## src/rtl/data_memo_arbiter_if.sv

```systemverilog
// Request/response bundle for one data-memory client port.
// master = requester (core or debug loader), slave = arbiter side.
interface data_memo_arbiter_if #(
    parameter int ADDR_W = 6,
    parameter int DATA_W = 32
);
    logic              req_valid;
    logic              req_ready;
    logic              req_write;
    logic [ADDR_W-1:0] req_addr;
    logic [DATA_W-1:0] req_wdata;
    logic              rsp_valid;
    logic [DATA_W-1:0] rsp_rdata;
    logic              rsp_err;

    modport master (
        output req_valid, req_write, req_addr, req_wdata,
        input  req_ready, rsp_valid, rsp_rdata, rsp_err
    );

    modport slave (
        input  req_valid, req_write, req_addr, req_wdata,
        output req_ready, rsp_valid, rsp_rdata, rsp_err
    );
endinterface

```

## src/rtl/data_memo_arbiter.sv

```systemverilog
// Arbiter/sequencer sharing one data memory between cpu and dbg ports.
// Ports: clk, rst_n, cpu/dbg client bundles, mem_* memory drive and read data.
module data_memo_arbiter #(
    parameter int ADDR_W   = 6,
    parameter int DATA_W   = 32,
    parameter int DEPTH    = 32,
    parameter int MAX_WAIT = 4
) (
    input  logic                clk,
    input  logic                rst_n,
    data_memo_arbiter_if.slave  cpu,
    data_memo_arbiter_if.slave  dbg,
    output logic [ADDR_W-1:0]   mem_address,
    output logic [DATA_W-1:0]   mem_input_data,
    output logic                mem_enable_read,
    output logic                mem_enable_write,
    input  logic [DATA_W-1:0]   mem_read_data
);

    // Extra bit so DEPTH == 2**ADDR_W still compares correctly.
    localparam logic [ADDR_W:0] DEPTH_C    = (ADDR_W+1)'(DEPTH);
    localparam logic [3:0]      MAX_WAIT_C = 4'(MAX_WAIT);

    logic [3:0]        wait_cnt_q, wait_cnt_d;
    logic              force_dbg;
    logic              gnt_cpu, gnt_dbg, gnt_any;
    logic              sel_write, sel_in_range;
    logic [ADDR_W-1:0] sel_addr;
    logic [DATA_W-1:0] sel_wdata;

    logic              cpu_rsp_valid_q, cpu_rsp_valid_d;
    logic [DATA_W-1:0] cpu_rsp_rdata_q, cpu_rsp_rdata_d;
    logic              cpu_rsp_err_q, cpu_rsp_err_d;
    logic              dbg_rsp_valid_q, dbg_rsp_valid_d;
    logic [DATA_W-1:0] dbg_rsp_rdata_q, dbg_rsp_rdata_d;
    logic              dbg_rsp_err_q, dbg_rsp_err_d;

    // Grant: a starved dbg beats cpu; otherwise cpu has priority.
    // rst_n gates the grant so nothing is accepted while in reset.
    always_comb begin
        force_dbg = dbg.req_valid && (wait_cnt_q == MAX_WAIT_C);
        gnt_dbg   = rst_n && dbg.req_valid && (force_dbg || !cpu.req_valid);
        gnt_cpu   = rst_n && cpu.req_valid && !force_dbg;
        gnt_any   = gnt_cpu || gnt_dbg;
    end

    always_comb begin
        sel_write = cpu.req_write;
        sel_addr  = cpu.req_addr;
        sel_wdata = cpu.req_wdata;
        if (gnt_dbg) begin
            sel_write = dbg.req_write;
            sel_addr  = dbg.req_addr;
            sel_wdata = dbg.req_wdata;
        end
        sel_in_range = {1'b0, sel_addr} < DEPTH_C;
    end

    always_comb begin
        mem_address      = '0;
        mem_input_data   = '0;
        mem_enable_write = 1'b0;
        mem_enable_read  = 1'b0;
        if (gnt_any && sel_in_range) begin
            mem_address      = sel_addr;
            mem_input_data   = sel_wdata;
            mem_enable_write = sel_write;
            mem_enable_read  = !sel_write;
        end
    end

    always_comb begin
        wait_cnt_d = wait_cnt_q;
        if (!dbg.req_valid || gnt_dbg) begin
            wait_cnt_d = '0;
        end else if (wait_cnt_q != MAX_WAIT_C) begin
            wait_cnt_d = wait_cnt_q + 4'd1;
        end
    end

    // Responses: valid pulses for one cycle, data/err hold until the
    // next response on the same port.
    always_comb begin
        cpu_rsp_valid_d = gnt_cpu && !sel_write;
        cpu_rsp_rdata_d = cpu_rsp_rdata_q;
        cpu_rsp_err_d   = cpu_rsp_err_q;
        if (cpu_rsp_valid_d) begin
            cpu_rsp_rdata_d = sel_in_range ? mem_read_data : '0;
            cpu_rsp_err_d   = !sel_in_range;
        end
        dbg_rsp_valid_d = gnt_dbg && !sel_write;
        dbg_rsp_rdata_d = dbg_rsp_rdata_q;
        dbg_rsp_err_d   = dbg_rsp_err_q;
        if (dbg_rsp_valid_d) begin
            dbg_rsp_rdata_d = sel_in_range ? mem_read_data : '0;
            dbg_rsp_err_d   = !sel_in_range;
        end
    end

    always_ff @(posedge clk or negedge rst_n) begin
        if (!rst_n) begin
            wait_cnt_q      <= '0;
            cpu_rsp_valid_q <= 1'b0;
            cpu_rsp_rdata_q <= '0;
            cpu_rsp_err_q   <= 1'b0;
            dbg_rsp_valid_q <= 1'b0;
            dbg_rsp_rdata_q <= '0;
            dbg_rsp_err_q   <= 1'b0;
        end else begin
            wait_cnt_q      <= wait_cnt_d;
            cpu_rsp_valid_q <= cpu_rsp_valid_d;
            cpu_rsp_rdata_q <= cpu_rsp_rdata_d;
            cpu_rsp_err_q   <= cpu_rsp_err_d;
            dbg_rsp_valid_q <= dbg_rsp_valid_d;
            dbg_rsp_rdata_q <= dbg_rsp_rdata_d;
            dbg_rsp_err_q   <= dbg_rsp_err_d;
        end
    end

    assign cpu.req_ready = gnt_cpu;
    assign cpu.rsp_valid = cpu_rsp_valid_q;
    assign cpu.rsp_rdata = cpu_rsp_rdata_q;
    assign cpu.rsp_err   = cpu_rsp_err_q;
    assign dbg.req_ready = gnt_dbg;
    assign dbg.rsp_valid = dbg_rsp_valid_q;
    assign dbg.rsp_rdata = dbg_rsp_rdata_q;
    assign dbg.rsp_err   = dbg_rsp_err_q;

endmodule

```

## src/flat_wrapper.sv

```systemverilog
// flat-port wrapper written by rule: the top's interface ports become plain ports
module data_memo_arbiter_flat 
#(
    parameter int ADDR_W   = 6,
    parameter int DATA_W   = 32,
    parameter int DEPTH    = 32,
    parameter int MAX_WAIT = 4
)
  (clk, rst_n, mem_address, mem_input_data, mem_enable_read, mem_enable_write, mem_read_data, cpu_req_valid, cpu_req_write, cpu_req_addr, cpu_req_wdata, cpu_req_ready, cpu_rsp_valid, cpu_rsp_rdata, cpu_rsp_err, dbg_req_valid, dbg_req_write, dbg_req_addr, dbg_req_wdata, dbg_req_ready, dbg_rsp_valid, dbg_rsp_rdata, dbg_rsp_err);
  data_memo_arbiter_if #(.ADDR_W(ADDR_W), .DATA_W(DATA_W)) cpu_i ();
  data_memo_arbiter_if #(.ADDR_W(ADDR_W), .DATA_W(DATA_W)) dbg_i ();
  input  logic clk;
  input  logic rst_n;
  output logic [ADDR_W-1:0] mem_address;
  output logic [DATA_W-1:0] mem_input_data;
  output logic mem_enable_read;
  output logic mem_enable_write;
  input  logic [DATA_W-1:0] mem_read_data;
  input wire logic [$bits(cpu_i.req_valid)-1:0] cpu_req_valid;
  input wire logic [$bits(cpu_i.req_write)-1:0] cpu_req_write;
  input wire logic [$bits(cpu_i.req_addr)-1:0] cpu_req_addr;
  input wire logic [$bits(cpu_i.req_wdata)-1:0] cpu_req_wdata;
  output wire logic [$bits(cpu_i.req_ready)-1:0] cpu_req_ready;
  output wire logic [$bits(cpu_i.rsp_valid)-1:0] cpu_rsp_valid;
  output wire logic [$bits(cpu_i.rsp_rdata)-1:0] cpu_rsp_rdata;
  output wire logic [$bits(cpu_i.rsp_err)-1:0] cpu_rsp_err;
  input wire logic [$bits(dbg_i.req_valid)-1:0] dbg_req_valid;
  input wire logic [$bits(dbg_i.req_write)-1:0] dbg_req_write;
  input wire logic [$bits(dbg_i.req_addr)-1:0] dbg_req_addr;
  input wire logic [$bits(dbg_i.req_wdata)-1:0] dbg_req_wdata;
  output wire logic [$bits(dbg_i.req_ready)-1:0] dbg_req_ready;
  output wire logic [$bits(dbg_i.rsp_valid)-1:0] dbg_rsp_valid;
  output wire logic [$bits(dbg_i.rsp_rdata)-1:0] dbg_rsp_rdata;
  output wire logic [$bits(dbg_i.rsp_err)-1:0] dbg_rsp_err;
  assign cpu_i.req_valid = cpu_req_valid;
  assign cpu_i.req_write = cpu_req_write;
  assign cpu_i.req_addr = cpu_req_addr;
  assign cpu_i.req_wdata = cpu_req_wdata;
  assign cpu_req_ready = cpu_i.req_ready;
  assign cpu_rsp_valid = cpu_i.rsp_valid;
  assign cpu_rsp_rdata = cpu_i.rsp_rdata;
  assign cpu_rsp_err = cpu_i.rsp_err;
  assign dbg_i.req_valid = dbg_req_valid;
  assign dbg_i.req_write = dbg_req_write;
  assign dbg_i.req_addr = dbg_req_addr;
  assign dbg_i.req_wdata = dbg_req_wdata;
  assign dbg_req_ready = dbg_i.req_ready;
  assign dbg_rsp_valid = dbg_i.rsp_valid;
  assign dbg_rsp_rdata = dbg_i.rsp_rdata;
  assign dbg_rsp_err = dbg_i.rsp_err;
  data_memo_arbiter #(.ADDR_W(ADDR_W), .DATA_W(DATA_W), .DEPTH(DEPTH), .MAX_WAIT(MAX_WAIT)) u_core (.clk(clk), .rst_n(rst_n), .cpu(cpu_i), .dbg(dbg_i), .mem_address(mem_address), .mem_input_data(mem_input_data), .mem_enable_read(mem_enable_read), .mem_enable_write(mem_enable_write), .mem_read_data(mem_read_data));
endmodule
```

## config.mk

```make
export PLATFORM = sky130hd
export DESIGN_NAME = data_memo_arbiter_flat
export DESIGN_NICKNAME = d
export VERILOG_FILES = /design/src/rtl/data_memo_arbiter_if.sv /design/src/rtl/data_memo_arbiter.sv /design/src/flat_wrapper.sv
export SDC_FILE = /design/constraint.sdc
export NUM_CORES = 1
export LEC_CHECK = 0
export CORE_MARGIN = 1.5
export CORE_UTILIZATION = 40
export DETAILED_ROUTE_END_ITERATION = 6
export HOLD_SLACK_MARGIN = 0.05
export PLACE_DENSITY = 0.95
export SLEW_MARGIN = 20
export SYNTH_ARGS = -nofsm -noshare
export SYNTH_HDL_FRONTEND = slang
export SYNTH_SLANG_ARGS = --single-unit
```

## constraint.sdc

```tcl
create_clock -name clk -period 4.6 [get_ports clk]
set_input_delay 0.69 -clock clk [delete_from_list [all_inputs] [get_ports clk]]
set_output_delay 0.69 -clock clk [all_outputs]
set_load 0.1 [all_outputs]
```

==> impl_metrics.py, run 1 <==
metrics = {
    "global_routing": {
        "grt_util_met1_pct": 30.3,
        "use_met2_pct": 53.0,
        "grt_pass1_vias": 3647,
        "antenna_found_initial": 0,
        "gr-total-overflow": 0,
        "grt_pass1_wl_um": 21000,
        "grt_usage_pct": 28.6,
        "gr-usage-met3_pct": 9.54,
        "top_usage_layer": "met2",
        "grt_max_degree": 70,
    },
    "logic_synthesis": {
        "synth.avg_cell_area_sq_um": 11.8,
        "ys.flop_type": "dfrtp_1",
        "synth_seq_area_share_pct": 51.0,
        "yosys_warnings": 0,
        "synth_edf_count": 0,
        "synth_area_sq_um": 3530,
        "yosys.area.top_type": "dfrtp_1",
        "post-synth-top-area-fraction_pct": 51.0,
        "yosys-top-cells-area": "dfrtp_1 (51%), mux2_2 (11%), a22o_1 (9.7%)",
        "syn-instance-count": 300,
        "ys_seq_elements": 72,
        "synthArstFlopShare_pct": 100,
        "synth_cell_type_count": 29,
        "syn_nets": 416,
    },
    "timing": {
        "fin_skew_ns": 0.00636,
        "tightest_slew_ns": 1.05,
        "rsz0062_at_grt": "false",
        "fin_crit_sh_pct": 76.3,
        "relSlewSlack_pct": 30.0,
        "finalSetupViolations": 0,
        "hold_viol": 0,
        "finalSetupTns_ns": 0,
        "slew_violations": 0,
        "fmax_mhz": 285,
        "min_period_ns": 3.51,
    },
    "cells_and_area": {
        "diodes": 0,
        "layout.nets": 629,
        "stdcell_count": 626,
        "syn_to_final_growth_pct": 80.6,
        "drive_above_1_share_pct": 19.9,
    },
    "pwr": {
        "power_mw": 2.75,
        "pwr-share-seq_pct": 29.2,
        "cell_internal_pwr_mw": 1.35,
        "switchingPower_mw": 1.40,
        "vdd_drop_max_mv": 0.341,
        "combPwrFrac_pct": 55.0,
        "p_leak_nw": 2.63,
        "powerDensity_nw_per_um2": 432,
        "p_clk_share_pct": 15.9,
        "p_sw_share_pct": 50.9,
    },
    "cts": {
        "holdBufCountCts": 0,
        "cts-resized-gates": 0,
        "cts_setup_buffers": 0,
        "cts_buffers": 9,
        "cts_tree": "yes",
        "clk_pin_slew_ns": 0.08,
        "cts_sinks": 72,
        "clkLatencyLatePin_ns": 0.33,
        "cts_htree_levels": 3,
        "root_buffer": "clkbuf_8",
        "cts_buffer_depth": 2,
    },
    "die": {
        "ios": 224,
        "row_count": 34,
        "initial_utilization_pct": 40.9,
        "dieArea_sq_um": 9400,
        "die_width_um": 96.9,
        "core_sq_um": 8640,
        "fp.dieH_um": 96.9,
    },
    "placed_design": {
        "hpwl_um": 10100,
        "dp_cells": 610,
        "gp_congestion": 0.938,
        "io_buffers": 222,
    },
    "flow_run": {
        "cap_violations": 0,
    },
    "worst_setup_path": {
        "cp.required_ns": 3.91,
        "max_stage_delay_ns": 0.53,
        "cp_max_fo": 29,
        "start_kind": "primary input",
        "critPathSlowestCell": "clkdlybuf4s50_1",
        "worstPathArrival_ns": 2.82,
        "worstSetupEndpointType": "primary output",
        "critical_path_class": "in2out",
        "reg2reg_slack_ns": 2.31,
        "path_cells": "clkdlybuf4s50_1 > nand2_1 > a211oi_4 > buf_4 > a22o_1 > buf_12",
    },
    "run_status": {
        "outcome": "completed",
    },
    "drt": {
        "drt_iter0_markers": 126,
        "firstDrtPassIters": 4,
        "vias_per_cell": 5.47,
        "wire_per_inst_um": 21.7,
        "drc_errors": 0,
        "totalWireLength_um": 13600,
        "dr_total_vias": 3422,
        "drtAntennaViolNets": 0,
    },
    "worst_hold_path": {
        "hold_path.class": "in2async",
    },
}
==> worst paths after layout <==
kind / startpoint / end / cells after the start
worst max-delay path: dbg_req_valid / mem_input_data[19] / 6
worst min-delay path: rst_n / u_core.wait_cnt_q[2] / 1
worst max register to register: u_core.wait_cnt_q[0] / u_core.cpu.rsp_err / 8
worst min register to register: u_core.cpu.rsp_rdata[19] / u_core.cpu.rsp_rdata[19] / 1
max in group asynchronous: rst_n / u_core.cpu.rsp_rdata[21] / 2
min in group clk: u_core.cpu.rsp_rdata[19] / u_core.cpu.rsp_rdata[19] / 1
==> cells in the final DEF (no fill, tap or decap), types with 2 or more instances in the layout <==
master,n
a211oi_4,2
a22o_1,39
buf_12,39
buf_4,12
clkbuf_8,9
clkdlybuf4s50_1,180
clkinv_2,3
clkinvlp_4,2
dfrtp_1,72
ha_1,2
inv_1,5
mux2_2,33
mux2i_1,2
nand2_1,2
nand3_1,33
nor2b_1,32
nor3_1,3
o2bb2ai_1,33
xnor2_1,2
==> state kept, by name, indices dropped and copies added (netlist names) <==
name / flops
u_core.dbg.rsp_rdata: 32
u_core.cpu.rsp_rdata: 32
u_core.dbg.rsp_err: 1
u_core.cpu.rsp_err: 1
u_core.cpu.rsp_valid: 1
u_core.wait_cnt_q: 4
u_core.dbg.rsp_valid: 1
==> power groups by stage <==
| stage | sequential [mW] | clock, mW | combinational [mW] |
|---|---|---|---|
| floorplan | 1.56 | 0 | 0.297 |
| global placement | 0.807 | 0 | 1.50 |
| detailed placement | 0.813 | 0 | 1.52 |
| CTS | 0.803 | 0.449 | 1.52 |
| global route | 0.816 | 0.475 | 1.55 |
| finish | 0.803 | 0.438 | 1.51 |
==> cells in the mapped netlist (3+ instances only) <==
master and n:
inv_1 5, buf_2 5, a22o_1 39, clkbuf_1 20, buf_6 3, mux2_2 33, nor2b_1 32, o2bb2ai_1 33
dfrtp_1 72, nor3_1 3, nand3_1 33
==> stage by stage <==
| step | setup WS, ns | area (sq um) | hold slack [ns] | utilization (%) |
|---|---|---|---|---|
| after global routing | 0.995 | 6370 | 0.138 | 73.8 |
| after detailed placement | 1.11 | 6200 | 0.473 | 71.8 |
| after global placement | 1.26 | 6200 | 0.472 | 71.8 |
| after CTS | 1.11 | 6370 | 0.147 | 73.8 |
| after floorplan | 0.995 | 3530 | 0.394 | - |
| final | 1.09 | 6370 | 0.160 | 73.8 |
==> cell type report <==
cell class              count  area [sq um]
fillers                   574          2260
inverters                   5          18.8
well taps                 108           135
repair buffers            231          2670
multi-input cells         194          1580
clock inverters             7          47.5
clock buffers               9           124
flip-flops and latches     72          1800
==> critical path, delay by kind of cell <==
family,cells,cell delay [ns]
AO/OA/AOI/OAI,2,0.79
buffers and inverters,3,1.12
AND/OR/NAND/NOR,1,0.20
==> routing by layer <==
metal | up-vias | wire length [um]
li1 | 1542 | -
met1 | 1695 | 4870
met2 | 161 | 7230
met3 | 24 | 1080
met4 | 0 | 401
met5 | - | 0
==> cell families (layout without fill, tap and decap cells) <==
family,Yosys count,count (layout),share of synthesized area [%]
compound gates,76,76,19.1
xor+xnor,2,2,0.496
fa+ha+maj,2,2,0.709
buf+inv,34,252,4.54
flops,72,72,51.0
mux,36,36,11.4
other cells,1,1,0.106
simple gates,77,77,12.5
No activity file was read; power rests on OpenSTA's default activity.
==> run 2, diff against run 1 <==
- CORE_UTILIZATION: 40 -> 33
- PLACE_DENSITY: 0.95 -> 0.86
- clock period: 4.6 -> 2.85 ns (I/O delays scaled with it)
==> impl_metrics.py, run 2 (same netlist as run 1, synthesis figures left out) <==
metrics = {
    "cells_and_area": {
        "layout_common_cells": "clkdlybuf4s50_1 (112), buf_4 (79), dfrtp_1 (72)",
        "final_common_cell": "clkdlybuf4s50_1",
        "diodes": 0,
        "layout.nets": 632,
        "drive_above_1_share_pct": 33.8,
        "syn_to_final_growth_pct": 79.2,
    },
    "worst_setup_path": {
        "worstPathArrival_ns": 2.29,
        "start_kind": "flip-flop",
        "cp_max_fo": 29,
        "critical_path_class": "reg2out",
        "cp.required_ns": 2.42,
        "worstSetupEndpointType": "primary output",
    },
    "drt": {
        "drt_iter0_markers": 212,
        "wire_per_inst_um": 19.9,
        "drc_errors": 0,
        "highest_layer": "met4",
        "vias_per_cell": 5.20,
        "wl_met1_um": 5000,
        "wl_met3_um": 1080,
        "totalWireLength_um": 13100,
        "dr_total_vias": 3418,
        "routed-wl-met2_um": 6660,
        "firstDrtPassIters": 4,
        "drtAntennaViolNets": 0,
    },
    "placed_design": {
        "gp_congestion": 0.857,
        "hpwl_um": 9640,
        "io_buffers": 222,
    },
    "cts": {
        "cts_buffer_depth": 2,
        "clkLatencyLatePin_ns": 0.35,
        "cts_setup_buffers": 0,
        "cts_sinks": 72,
        "clk_pin_slew_ns": 0.09,
        "cts_tree": "yes",
        "root_buffer": "clkbuf_8",
        "cts_buffers": 9,
        "cts_htree_levels": 3,
    },
    "die": {
        "core_sq_um": 10400,
        "fp.dieH_um": 106,
        "die_width_um": 106,
        "row_count": 37,
        "ios": 224,
        "initial_utilization_pct": 34.0,
        "dieArea_sq_um": 11300,
    },
    "timing": {
        "rsz0062_at_grt": "false",
        "fin_crit_sh_pct": 95.4,
        "hold_viol": 0,
        "relSlewSlack_pct": 62.4,
        "slew_violations": 0,
        "finalSetupViolations": 0,
        "tightest_slew_ns": 0.563,
        "fmax_mhz": 368,
        "min_period_ns": 2.72,
        "fin_skew_ns": 0.0170,
        "finalSetupTns_ns": 0,
    },
    "global_routing": {
        "antenna_found_initial": 0,
        "grt_pass1_wl_um": 20000,
        "grt_max_degree": 45,
        "gr-total-overflow": 0,
        "grt_pass1_vias": 3612,
        "grt_usage_pct": 23.0,
    },
    "pwr": {
        "powerDensity_nw_per_um2": 696,
        "power_mw": 4.40,
        "p_leak_nw": 2.78,
        "vdd_drop_max_mv": 0.588,
    },
    "worst_hold_path": {
        "hold_path.class": "in2async",
    },
    "run_status": {
        "outcome": "completed",
    },
    "flow_run": {
        "cap_violations": 0,
    },
}
## run 2: metrics by stage
stage                     cells  utilization (%)  hold WS [ns]  cell area (sq um)  setup WS (ns)
after CTS                   657             60.9         0.114               6310         0.0204
after detailed placement    641             59.2         0.475               6140          0.200
after global routing        657             61.0         0.143               6330         0.0151
after floorplan             300                -         0.132               3540          0.105
final                       657             61.0         0.120               6330          0.131
after global placement      641             59.2         0.473               6140          0.216
## run 2: final timing paths
| check | startpoint | to | slack, ns | cells past startpoint |
|---|---|---|---|---|
| max | u_core.wait_cnt_q[0] | mem_input_data[1] | 0.13 | 7 |
| min | rst_n | u_core.dbg.rsp_valid | 0.12 | 2 |
| max reg2reg | u_core.wait_cnt_q[0] | u_core.cpu.rsp_err | 0.56 | 8 |
| min reg2reg | u_core.dbg.rsp_rdata[7] | u_core.dbg.rsp_rdata[7] | 0.50 | 1 |
| max in group asynchronous | rst_n | u_core.dbg.rsp_rdata[0] | 2.27 | 2 |
| min in group clk | u_core.dbg.rsp_rdata[7] | u_core.dbg.rsp_rdata[7] | 0.50 | 1 |
## run 2: metal layers
metal  GRT usage [%]  up-vias
met1            26.4     1703
met4            8.86        0
met2            40.5      147
met5               0        -
met3            6.32       22
li1                -     1546
## run 2: report_power, final
group	total, mW	switching [mW]	internal (mW)
Clock	0.719	0.404	0.315
Combinational	2.38	1.76	0.625
Sequential	1.30	0.108	1.19
Total	4.40	2.27	2.13
## run 2: what timing repair did
| action | CTS | global route |
|---|---|---|
| setup endpoints to repair | 20 | 29 |
| gates resized for setup | 1 | 2 |
| hold buffers | 0 | 0 |
## run 2: cell type report
cell class	instances	area [sq um]
Inverter	5	18.8
Clock buffer	9	124
Fill cell	824	4040
Timing Repair Buffer	234	2570
Sequential cell	72	1800
Tap cell	136	170
Clock inverter	7	47.5
Multi-Input combinational cell	194	1590
## run 2: critical path, cell delays in order (launching register included)
cell and delay [ns]:
dfrtp_1 0.43, inv_1 0.08, ha_1 0.24, nand3b_4 0.18
a211oi_4 0.32, buf_8 0.24, a22o_1 0.25, buf_12 0.20
==> run 3, diff against run 2 <==
- SETUP_SLACK_MARGIN: unset -> 0.05
==> impl_metrics.py, run 3 (same netlist as run 1, synthesis figures left out) <==
metrics = {
    "timing": {
        "min_period_ns": 2.68,
        "slew_violations": 0,
        "tightest_slew_ns": 0.565,
        "fin_skew_ns": 0.0164,
        "fmax_mhz": 373,
        "finalSetupViolations": 0,
        "rsz0062_at_grt": "false",
        "finalSetupTns_ns": 0,
        "fin_crit_sh_pct": 94.0,
        "hold_viol": 0,
        "setup_slack_ns": 0.172,
        "holdWs_ns": 0.119,
        "relSlewSlack_pct": 62.3,
    },
    "cts": {
        "holdBufCountCts": 0,
        "cts_buffer_depth": 2,
        "clkLatencyLatePin_ns": 0.35,
        "clk_pin_slew_ns": 0.09,
        "cts_htree_levels": 3,
        "cts_sinks": 72,
        "root_buffer": "clkbuf_8",
        "cts_buffers": 9,
        "cts_setup_buffers": 0,
        "cts_tree": "yes",
    },
    "die": {
        "row_count": 37,
        "ios": 224,
        "fp.dieH_um": 106,
        "core_sq_um": 10400,
        "dieArea_sq_um": 11300,
        "die_width_um": 106,
        "initial_utilization_pct": 34.0,
    },
    "global_routing": {
        "grt_pass1_wl_um": 20000,
        "use_met2_pct": 40.6,
        "gr-total-overflow": 0,
        "grt_usage_pct": 23.0,
        "gr-usage-met3_pct": 6.32,
        "grt_pass1_vias": 3620,
        "top_usage_layer": "met2",
        "grt_util_met1_pct": 26.5,
        "grt_max_degree": 45,
        "antenna_found_initial": 0,
    },
    "drt": {
        "totalWireLength_um": 13100,
        "drtAntennaViolNets": 0,
        "vias_per_cell": 5.21,
        "dr_total_vias": 3422,
        "firstDrtPassIters": 4,
        "drt_iter0_markers": 181,
        "wire_per_inst_um": 20.0,
        "drc_errors": 0,
    },
    "worst_setup_path": {
        "r2r-end": "u_core.cpu.rsp_err",
        "crit_path_start": "u_core.wait_cnt_q[0]",
        "max_stage_delay_ns": 0.43,
        "ff2ff_path_depth": 8,
        "worstSetupEndpointType": "primary output",
        "cp.required_ns": 2.42,
        "r2r-start": "u_core.wait_cnt_q[0]",
        "reg2reg_slack_ns": 0.56,
        "path_cells": "inv_1 > ha_1 > nand3b_4 > a211oi_4 > buf_12 > a22o_1 > buf_12",
        "start_kind": "flip-flop",
        "path_common_cell": "buf_12",
        "worstPathArrival_ns": 2.25,
        "cp_max_fo": 29,
        "critPathCapture": "mem_input_data[1]",
        "critPathSlowestCell": "dfrtp_1",
        "critical_path_class": "reg2out",
    },
    "worst_hold_path": {
        "hold_path.class": "in2async",
    },
    "pwr": {
        "p_leak_nw": 2.78,
        "powerDensity_nw_per_um2": 695,
        "switchingPower_mw": 2.27,
        "power_mw": 4.40,
        "pwr-share-seq_pct": 29.6,
        "combPwrFrac_pct": 54.1,
        "vdd_drop_max_mv": 0.588,
        "cell_internal_pwr_mw": 2.13,
        "p_sw_share_pct": 51.5,
        "p_clk_share_pct": 16.3,
    },
    "cells_and_area": {
        "syn_to_final_growth_pct": 79.5,
        "layout_common_cells": "clkdlybuf4s50_1 (112), buf_4 (78), dfrtp_1 (72)",
        "diodes": 0,
        "final_common_cell": "clkdlybuf4s50_1",
        "layout.nets": 632,
        "drive_above_1_share_pct": 33.8,
    },
    "placed_design": {
        "io_buffers": 222,
        "dp_slack_ns": 0.200,
        "gp_congestion": 0.857,
        "hpwl_um": 9640,
    },
    "run_status": {
        "outcome": "completed",
    },
    "flow_run": {
        "cap_violations": 0,
    },
}
[run 3: changes by cell type in the layout (fill, tap and decap cells not counted)]
cell    previous run  this run
buf_8              1         0
buf_12            42        43
buf_6              0         1
buf_4             79        78
[run 3: repair_timing]
item | 4_1_cts | 5_1_grt
setup endpoints to repair | 29 | 8
pin swaps | 0 | 1
resized for setup | 3 | 2
[run 3: layout make-up]
class                      instances  area (sq um)
tap                              136           170
multi-input combinational        194          1590
inverter                           5          18.8
clock buffer                       9           124
fill                             824          4040
clock inverter                     7          47.5
sequential                        72          1800
timing repair buffer             234          2580
[run 3: worst min path at each step]
stage | startpoint | end | slack (ns)
2_1_floorplan | rst_n | u_core.cpu.rsp_err | 0.13
5_1_grt | rst_n | u_core.dbg.rsp_valid | 0.14
3_3_place_gp | u_core.dbg.rsp_rdata[7] | u_core.dbg.rsp_rdata[7] | 0.47
6_report | rst_n | u_core.dbg.rsp_valid | 0.12
3_5_place_dp | u_core.cpu.rsp_rdata[5] | u_core.cpu.rsp_rdata[5] | 0.47
4_1_cts | rst_n | u_core.dbg.rsp_valid | 0.11
[run 3: routing by layer]
metal  part of all wire (%)  wire (um)  vias up
li1                       -          -     1547
met1                     38       4960     1696
met2                     51       6700      157
met3                    8.7       1150       22
met4                    2.4        313        0
met5                      0          0        -
[run 3: power groups by stage]
stage          registers, mW  logic, mW  clock network (mW)
2_1_floorplan           2.52      0.480                   0
3_3_place_gp            1.31       2.36                   0
3_5_place_dp            1.32       2.39                   0
4_1_cts                 1.30       2.39               0.742
5_1_grt                 1.32       2.44               0.781
6_report                1.30       2.38               0.718
[run 3: worst max-delay path: cells and delay by family (launching register included)]
kind / cells / cell delay (ns)
AO/OA/AOI/OAI: 2 / 0.54
adder cells (fa/ha/maj): 1 / 0.24
buffers and inverters: 3 / 0.50
flip-flops: 1 / 0.43
AND/OR/NAND/NOR: 1 / 0.18
[run 3: stage by stage]
| stage | std cells | area, sq um | utilization (%) |
|---|---|---|---|
| floorplan | 300 | 3540 | - |
| global placement | 641 | 6140 | 59.2 |
| detailed placement | 641 | 6140 | 59.2 |
| CTS | 657 | 6330 | 61.0 |
| global route | 657 | 6330 | 61.1 |
| finish | 657 | 6330 | 61.1 |
